<file path="src/rtl/cla16_sub_pipe_if.sv">
// Operand/result stream bundle for the pipelined lookahead subtractor.
// Latency: none (wires only).
// Backpressure: carries in_ready/out_ready; slave = subtractor, master = driver side.
interface cla16_sub_pipe_if #(
   parameter int WIDTH = 16
);
   logic             in_valid;
   logic             in_ready;
   logic [WIDTH-1:0] a;
   logic [WIDTH-1:0] b;
   logic             bin;
   logic             out_valid;
   logic             out_ready;
   logic [WIDTH-1:0] d;
   logic             bout;
   logic             ovf;
   logic             zero;

   modport slave (
      input  in_valid, a, b, bin, out_ready,
      output in_ready, out_valid, d, bout, ovf, zero
   );

   modport master (
      output in_valid, a, b, bin, out_ready,
      input  in_ready, out_valid, d, bout, ovf, zero
   );
endinterface

</file>
<file path="src/rtl/cla16_sub_pipe.sv">
// Two-stage pipelined subtractor d = a - b - bin from GROUP-bit lookahead groups; optional signed saturation via CLA16_SUB_SAT_EN.
// Latency: 2 cycles (beat presented in cycle N appears on out_valid in cycle N+2); one result per cycle at full rate.
// Backpressure: s1 stalls behind a held s2; in_ready drops only when both stages are full and out_ready is low.
module cla16_sub_pipe #(
   parameter int WIDTH = 16,
   parameter int GROUP = 4
) (
   input  logic               clk,
   input  logic               rst_n,
   cla16_sub_pipe_if.slave    bus
);

   localparam int H  = WIDTH / 2;
   localparam int NG = H / GROUP;

   if (((WIDTH % 8) != 0) || ((H % GROUP) != 0)) begin : g_bad_param
      $error("cla16_sub_pipe: WIDTH must be a multiple of 8 and GROUP must divide WIDTH/2");
   end

   // Half-width adder: group generate/propagate feed the inter-group carries,
   // bit sums are then formed from each group's incoming carry.
   function automatic logic [H:0] cla_half(input logic [H-1:0] x,
                                           input logic [H-1:0] y,
                                           input logic         cin);
      logic [H-1:0] g;
      logic [H-1:0] p;
      logic [H-1:0] s;
      logic [NG:0]  gc;
      logic         gg;
      logic         gp;
      logic         c;
      g     = x & y;
      p     = x ^ y;
      s     = '0;
      gc    = '0;
      gc[0] = cin;
      for (int k = 0; k < NG; k++) begin
         gg = 1'b0;
         gp = 1'b1;
         for (int i = 0; i < GROUP; i++) begin
            gg = g[k*GROUP+i] | (p[k*GROUP+i] & gg);
            gp = gp & p[k*GROUP+i];
         end
         gc[k+1] = gg | (gp & gc[k]);
      end
      for (int k = 0; k < NG; k++) begin
         c = gc[k];
         for (int i = 0; i < GROUP; i++) begin
            s[k*GROUP+i] = p[k*GROUP+i] ^ c;
            c            = g[k*GROUP+i] | (p[k*GROUP+i] & c);
         end
      end
      return {gc[NG], s};
   endfunction

   // Stage 1 state
   logic             s1_valid;
   logic [H-1:0]     s1_lo;
   logic             s1_c;
   logic [H-1:0]     s1_ahi;
   logic [H-1:0]     s1_nbhi;
   logic             s1_asgn;
   logic             s1_bsgn;

   // Stage 2 state
   logic             s2_valid;
   logic [WIDTH-1:0] s2_d;
   logic             s2_bout;
   logic             s2_ovf;
   logic             s2_zero;

   logic             s2_free;
   logic             s1_adv;
   logic             accept;
   logic [H:0]       lo_sum;
   logic [H:0]       hi_sum;
   logic [WIDTH-1:0] d_wrap;
   logic [WIDTH-1:0] d_fin;
   logic             ovf_c;

   assign s2_free      = !s2_valid || bus.out_ready;
   assign s1_adv       = s1_valid && s2_free;
   assign bus.in_ready = !s1_valid || s2_free;
   assign accept       = bus.in_valid && bus.in_ready;

   // Low half uses ~bin as carry-in; high half continues from the registered carry.
   assign lo_sum = cla_half(bus.a[H-1:0], ~bus.b[H-1:0], ~bus.bin);
   assign hi_sum = cla_half(s1_ahi, s1_nbhi, s1_c);
   assign d_wrap = {hi_sum[H-1:0], s1_lo};
   assign ovf_c  = (s1_asgn != s1_bsgn) && (d_wrap[WIDTH-1] != s1_asgn);

`ifdef CLA16_SUB_SAT_EN
   // Clamp to the most positive/negative value in the direction of the minuend's sign.
   assign d_fin = ovf_c ? {s1_asgn, {(WIDTH-1){~s1_asgn}}} : d_wrap;
`else
   assign d_fin = d_wrap;
`endif

   // Stage 1: capture low-half result and the operands still needed for the high half.
   always_ff @(posedge clk or negedge rst_n) begin
      if (!rst_n) begin
         s1_valid <= 1'b0;
         s1_lo    <= '0;
         s1_c     <= 1'b0;
         s1_ahi   <= '0;
         s1_nbhi  <= '0;
         s1_asgn  <= 1'b0;
         s1_bsgn  <= 1'b0;
      end else begin
         if (accept) begin
            s1_valid <= 1'b1;
            s1_lo    <= lo_sum[H-1:0];
            s1_c     <= lo_sum[H];
            s1_ahi   <= bus.a[WIDTH-1:H];
            s1_nbhi  <= ~bus.b[WIDTH-1:H];
            s1_asgn  <= bus.a[WIDTH-1];
            s1_bsgn  <= bus.b[WIDTH-1];
         end else if (s1_adv) begin
            s1_valid <= 1'b0;
         end
      end
   end

   // Stage 2: finish the high half and register result plus flags; hold while stalled.
   always_ff @(posedge clk or negedge rst_n) begin
      if (!rst_n) begin
         s2_valid <= 1'b0;
         s2_d     <= '0;
         s2_bout  <= 1'b0;
         s2_ovf   <= 1'b0;
         s2_zero  <= 1'b0;
      end else begin
         if (s1_adv) begin
            s2_valid <= 1'b1;
            s2_d     <= d_fin;
            s2_bout  <= ~hi_sum[H];
            s2_ovf   <= ovf_c;
            s2_zero  <= (d_fin == '0);
         end else if (bus.out_ready) begin
            s2_valid <= 1'b0;
         end
      end
   end

   assign bus.out_valid = s2_valid;
   assign bus.d         = s2_d;
   assign bus.bout      = s2_bout;
   assign bus.ovf       = s2_ovf;
   assign bus.zero      = s2_zero;

endmodule

</file>
<file path="src/flat_wrapper.sv">
// flat-port wrapper written by rule: the top's interface ports become plain ports
module cla16_sub_pipe_flat 
#(
   parameter int WIDTH = 16,
   parameter int GROUP = 4
)
  (clk, rst_n, bus_in_valid, bus_a, bus_b, bus_bin, bus_out_ready, bus_in_ready, bus_out_valid, bus_d, bus_bout, bus_ovf, bus_zero);
  cla16_sub_pipe_if #(.WIDTH(WIDTH)) bus_i ();
  input  logic clk;
  input  logic rst_n;
  input wire logic [$bits(bus_i.in_valid)-1:0] bus_in_valid;
  input wire logic [$bits(bus_i.a)-1:0] bus_a;
  input wire logic [$bits(bus_i.b)-1:0] bus_b;
  input wire logic [$bits(bus_i.bin)-1:0] bus_bin;
  input wire logic [$bits(bus_i.out_ready)-1:0] bus_out_ready;
  output wire logic [$bits(bus_i.in_ready)-1:0] bus_in_ready;
  output wire logic [$bits(bus_i.out_valid)-1:0] bus_out_valid;
  output wire logic [$bits(bus_i.d)-1:0] bus_d;
  output wire logic [$bits(bus_i.bout)-1:0] bus_bout;
  output wire logic [$bits(bus_i.ovf)-1:0] bus_ovf;
  output wire logic [$bits(bus_i.zero)-1:0] bus_zero;
  assign bus_i.in_valid = bus_in_valid;
  assign bus_i.a = bus_a;
  assign bus_i.b = bus_b;
  assign bus_i.bin = bus_bin;
  assign bus_i.out_ready = bus_out_ready;
  assign bus_in_ready = bus_i.in_ready;
  assign bus_out_valid = bus_i.out_valid;
  assign bus_d = bus_i.d;
  assign bus_bout = bus_i.bout;
  assign bus_ovf = bus_i.ovf;
  assign bus_zero = bus_i.zero;
  cla16_sub_pipe #(.WIDTH(WIDTH), .GROUP(GROUP)) u_core (.clk(clk), .rst_n(rst_n), .bus(bus_i));
endmodule
</file>
<file path="config.mk">
export PLATFORM = sky130hd
export DESIGN_NAME = cla16_sub_pipe_flat
export DESIGN_NICKNAME = d
export VERILOG_FILES = /design/src/rtl/cla16_sub_pipe_if.sv /design/src/rtl/cla16_sub_pipe.sv /design/src/flat_wrapper.sv
export SDC_FILE = /design/constraint.sdc
export NUM_CORES = 1
export LEC_CHECK = 0
export ABC_CLOCK_PERIOD_IN_PS = 9410
export CORE_AREA = 2 2 73 75
export CTS_CLUSTER_SIZE = 20
export DETAILED_ROUTE_END_ITERATION = 7
export DIE_AREA = 0 0 75 77
export GPL_TIMING_DRIVEN = 1
export PLACE_DENSITY = 0.75
export SLEW_MARGIN = 25
export SYNTH_ARGS = -nofsm -noshare
export SYNTH_HDL_FRONTEND = slang
export SYNTH_SLANG_ARGS = --single-unit
</file>
<file path="constraint.sdc">
create_clock -name clk -period 9.41 [get_ports clk]
set_clock_uncertainty 0.05 [all_clocks]
set_input_delay 1.4115 -clock clk [delete_from_list [all_inputs] [get_ports clk]]
set_output_delay 1.4115 -clock clk [all_outputs]
set_load 0.01 [all_outputs]
</file>
* Word-level counts from Yosys, hierarchy flattened *
Index checks and enable logic that the tools add are counted.

word-level totals
  bits in registers = 48
  RAM bits = 0
  latch bits = 0
  memories kept = 0
  output and inout bits = 21
  ROM bits = 0
  bits of input ports = 37

cells by class
  $add $sub $neg = 0
  equality and inequality tests = 2
  mux-type cells = 4
  reductions and logical operators = 10
  bitwise operators = 92
  multipliers = 0
  shifts and indexed selects = 0
  div/mod/pow operators = 0
  order comparisons = 0

operators by type and width
  kind                number
  bitwise AND 1 bit   40
  bitwise OR 1 bit    28
  bitwise AND 8 bit   2
  logical NOT 16 bit  1
  NOT 8 bit           2
  XOR 1 bit           16
  XOR 8 bit           2
  two-way mux 1 bit   4
  nonzero test 2 bit  2
  logical AND 1 bit   3
  logical NOT 1 bit   2
  logical OR 1 bit    2
  != test 1 bit       2
  NOT 1 bit           2

* Longest topological paths before layout *
  word-level depth = 17
  depth in mapped cells = 11
  gate-level depth less buffers = 11

* Worst setup path before layout *
OpenSTA, ideal clock, no wires.

  kind = input to register
  from = input port bus_b[2]
  to = register u_core.s1_lo[7]
  arrival = 3.438 ns
  setup slack = 5.839 ns
  path buffers = 0
  data required time = 9.277 ns
  stages = 10
  setup time = 0.083 ns
  path through = inv_1 ha_1 and4b_1 a211o_1 a21oi_1 fa_1 fa_1 fa_1 xor2_1 o21ai_0

between the ends
  longest elaborated chain between the ends = 14
  elaborated cells on any way between the ends = 18

RTL lines
  element               RTL line               source
  start, declared       flat_wrapper.sv:13     input wire logic [$bits(bus_i.b)-1:0] bus_b;
  NOT 8 bit *           cla16_sub_pipe.sv:87   assign lo_sum = cla_half(bus.a[H-1:0], ~bus.b[H-1:0], ~bus.bin);
  XOR 8 bit             cla16_sub_pipe.sv:33   p = x ^ y;
  bitwise AND 1 bit     cla16_sub_pipe.sv:41   gg = g[k*GROUP+i] | (p[k*GROUP+i] & gg);
  bitwise OR 1 bit      cla16_sub_pipe.sv:41
  bitwise AND 1 bit     cla16_sub_pipe.sv:41
  bitwise OR 1 bit      cla16_sub_pipe.sv:41
  bitwise OR 1 bit *    cla16_sub_pipe.sv:44   gc[k+1] = gg | (gp & gc[k]);
  bitwise AND 1 bit *   cla16_sub_pipe.sv:50   c = g[k*GROUP+i] | (p[k*GROUP+i] & c);
  bitwise OR 1 bit *    cla16_sub_pipe.sv:50
  bitwise AND 1 bit *   cla16_sub_pipe.sv:50
  bitwise OR 1 bit *    cla16_sub_pipe.sv:50
  bitwise AND 1 bit *   cla16_sub_pipe.sv:50
  bitwise OR 1 bit *    cla16_sub_pipe.sv:50
  XOR 1 bit *           cla16_sub_pipe.sv:49   s[k*GROUP+i] = p[k*GROUP+i] ^ c;
  end signal, assigned  cla16_sub_pipe.sv:112  s1_lo <= lo_sum[H-1:0];
  end, declared         cla16_sub_pipe.sv:58   logic [H-1:0] s1_lo;

Every way passes the cells marked *; elsewhere a longest branch is shown, timed or not.
A chain may end at the register's enable or synchronous reset.

* Final worst setup path *
  from = input port bus_out_ready
  to = output port bus_in_ready

between the ends
  longest elaborated chain between the ends = 2

RTL lines
  element           RTL line              source
  start, declared   flat_wrapper.sv:15    input wire logic [$bits(bus_i.out_ready)-1:0] bus_out_ready;
  logical OR 1 bit  cla16_sub_pipe.sv:81  assign s2_free = !s2_valid || bus.out_ready;
  logical OR 1 bit  cla16_sub_pipe.sv:83  assign bus.in_ready = !s1_valid || s2_free;
  end, declared     flat_wrapper.sv:16    output wire logic [$bits(bus_i.in_ready)-1:0] bus_in_ready;

Every way passes these cells.

==> metrics.yaml <==
outcome: "completed"
worstRegToRegCells: 11
p_leak_nw: 1.45
vias: 1646
synth-compound-area-share_pct: 8.77
fillers: 399
synth_commonest_cells: "dfrtp_1 (47), nand2_1 (26), o21ai_0 (23)"
overflow: 0
cts.sinks: 47
viasPerCell: 4.88
avgSynthCellArea_um2: 11.7
max_cap_viol_count: 0
slew_headroom_pct: 61.5
tritoncts: "done"
cp-start-kind: "input pin"
clk_latency_ps: 300
tightest_slew_ps: 578
finish.net_count: 331
n_antenna_cell: 0
synth_edf_count: 0
crit_top_cell: "clkdlybuf4s50_1"
setup_viol: 0
grt_pass1_wl_um: 7630
yosysTopAreaCell: "dfrtp_1"
worstSetupPathType: "input pin to output port"
tns_ps: 0
syn-instance-count: 207
drt-initial-drc-count: 102
ant_nets: 0
arrival_ps: 2560
syn_to_final_growth_pct: 31.8
routabilityCongestion: 0.768
dp_cells: 329
synthesis.nets: 272
cts_resized: 0
crit_buf_inv: 2
synthXorXnorAreaFrac_pct: 1.44
finalCritPeriodShare_pct: 42.8
dp_slack_ps: 5110
cpPeakStageDelay_ps: 550
synth_area_um2: 2430
antenna_found_initial: 0
coreArea_um2: 4980
dp_hpwl_um: 3400
synth_warnings: 0
crit_cells: 3
grt_max_degree: 48
netlist.area_leader.share_pct: 48.5
synth_async_sr_flop_share_pct: 100
min_path_cells: 2
powerDensity_nw_per_um2: 214
rsz0062_at_grt: "false"
grt_pass1_vias: 1681
cts_hold_buf: 0
final-instance-count-excl-fill: 337
cp.required_ps: 7950
cts_buffers: 5
clk_path_buf_depth: 2
ir_worst_vdd_uv: 147
crit_family: "buffers and inverters"
start_util_pct: 48.7
yosys-mux-area-fraction_pct: 10.6
crit_fanout: 3
synth_seq_area_share_pct: 48.5
synth_area_leaders: "dfrtp_1 (48%), fa_1 (9.9%), ha_1 (8.3%), mux2_1 (7.4%), o21ai_0 (4.7%)"
io_buffers: 57
track_usage_pct: 17.2
num_io_pins: 58
cts_setup_buffers: 0
yosysMostFrequentCell: "dfrtp_1"
path_cells: "clkdlybuf4s50_1, nand3b_1, clkdlybuf4s50_1"
htreeDepth: 2
clk_pin_slew_ps: 90
num_rows: 26
timing.fmax_mhz: 248
hold_viol: 0
root_buffer: "clkbuf_8"
synth_cell_types: 32
timing.final.ws_setup_ps: 5380
die_y_um: 77
hp-class: "flop to flop"
cp_slowest_cell: "clkdlybuf4s50_1"
yosys.area_share.simple_pct: 8.56
postRouteWirelength_um: 4370
synth-seq-cells: 47
die_x_um: 75
synthFlopType: "dfrtp_1"
wl_per_cell_um: 13.0
drcViolationCount: 0
cp-end-kind: "output port"
layout-drive-gt1-share_pct: 6.37
dieArea_um2: 5780
synth_top_family_by_area: "adder cells"
synthAdderAreaFrac_pct: 18.2
drv_slew: 0
firstDrtPassIters: 4
fin_crit_ps: 4030
==> sequential cells by signal, summed over array words and instances (netlist names) <==
| signal | cells |
|---|---|
| u_core.bus.out_valid | 1 |
| u_core.s1_nbhi | 8 |
| u_core.s1_lo | 8 |
| u_core.s1_ahi | 7 |
| u_core.s1_bsgn | 1 |
| u_core.bus.zero | 1 |
| u_core.bus.ovf | 1 |
| u_core.bus.d | 16 |
| u_core.s1_valid | 1 |
| u_core.s1_asgn | 1 |
| u_core.s1_c | 1 |
| u_core.bus.bout | 1 |
==> cell usage in the layout (no fill, tap or decap), drive strengths merged, types with 2 or more instances in the layout <==
| master | instances |
|---|---|
| a21o | 3 |
| a21oi | 8 |
| buf | 2 |
| bufinv | 2 |
| clkbuf | 5 |
| clkdlybuf4s50 | 56 |
| dfrtp | 47 |
| fa | 12 |
| ha | 16 |
| inv | 18 |
| mux2 | 22 |
| nand2 | 27 |
| nand2b | 3 |
| nand4 | 2 |
| nor2 | 2 |
| o21ai | 24 |
| or4 | 2 |
| xnor2 | 2 |
| xor2 | 2 |
==> area by class of cell <==
| cell class | instances | area (um^2) | area share, % |
|---|---|---|---|
| flip-flops and latches | 47 | 1180 | 36.8 |
| multi-input cells | 136 | 1150 | 36.1 |
| repair buffers | 58 | 576 | 18.0 |
| well taps | 70 | 87.6 | 2.74 |
| clock buffers | 5 | 68.8 | 2.15 |
| clock inverters | 3 | 67.6 | 2.11 |
| inverters | 18 | 67.6 | 2.11 |
==> final timing paths <==
path                                         from              endpoint  slack (ps)
worst max-delay path                bus_out_ready          bus_in_ready        5380
worst min-delay path             u_core.bus.d[15]      u_core.bus.d[15]         430
worst max register to register  u_core.s1_nbhi[0]       u_core.bus.zero        5650
worst min register to register   u_core.bus.d[15]      u_core.bus.d[15]         430
max in group asynchronous                   rst_n  u_core.bus.out_valid        7860
min in group asynchronous                   rst_n      u_core.s1_ahi[1]        1060
==> power by group <==
group / internal (mW) / switching (mW)
Combinational: 0.126 / 0.0962
Clock: 0.106 / 0.0683
Sequential: 0.252 / 0.0346
==> worst register-to-register path, cell delays in order (launching register included) <==
cell and delay [ps]:
dfrtp_1 410, ha_1 300, a21oi_1 160, o21ai_0 110, a21o_1 220, fa_1 460, fa_1 460, fa_1 450
xnor2_1 380, nand4_1 150, or4_1 420, o21ai_1 120
==> cell families (layout without fill, tap and decap cells) <==
logic type,Yosys count,after routing
flip-flops,47,47
AO/OA/AOI/OAI,39,39
adder cells (fa/ha/maj),28,28
multiplexers,23,23
XOR/XNOR,4,4
buffers and inverters,24,84
AND/OR/NAND/NOR,42,42
==> layer usage <==
metal  global-route usage [%]  vias up  wire length, um
met5                        0        -                0
met4                     7.14        0               73
met3                     3.29        7              169
met2                     25.2       37             2110
met1                     25.0      782             2020
li1                         -      820                -
==> stage by stage <==
stage | util, % | power (mW) | instance area [um^2] | hold WS, ps
6_report | 64.2 | 0.683 | 3200 | 435
3_5_place_dp | 61.4 | 0.516 | 3060 | 420
4_1_cts | 64.2 | 0.690 | 3190 | 441
3_3_place_gp | 61.4 | 0.507 | 3060 | 413
5_1_grt | 64.2 | 0.731 | 3200 | 468
2_1_floorplan | - | 0.396 | 2430 | 404
Note: power is estimated with default switching activity, not from simulation.
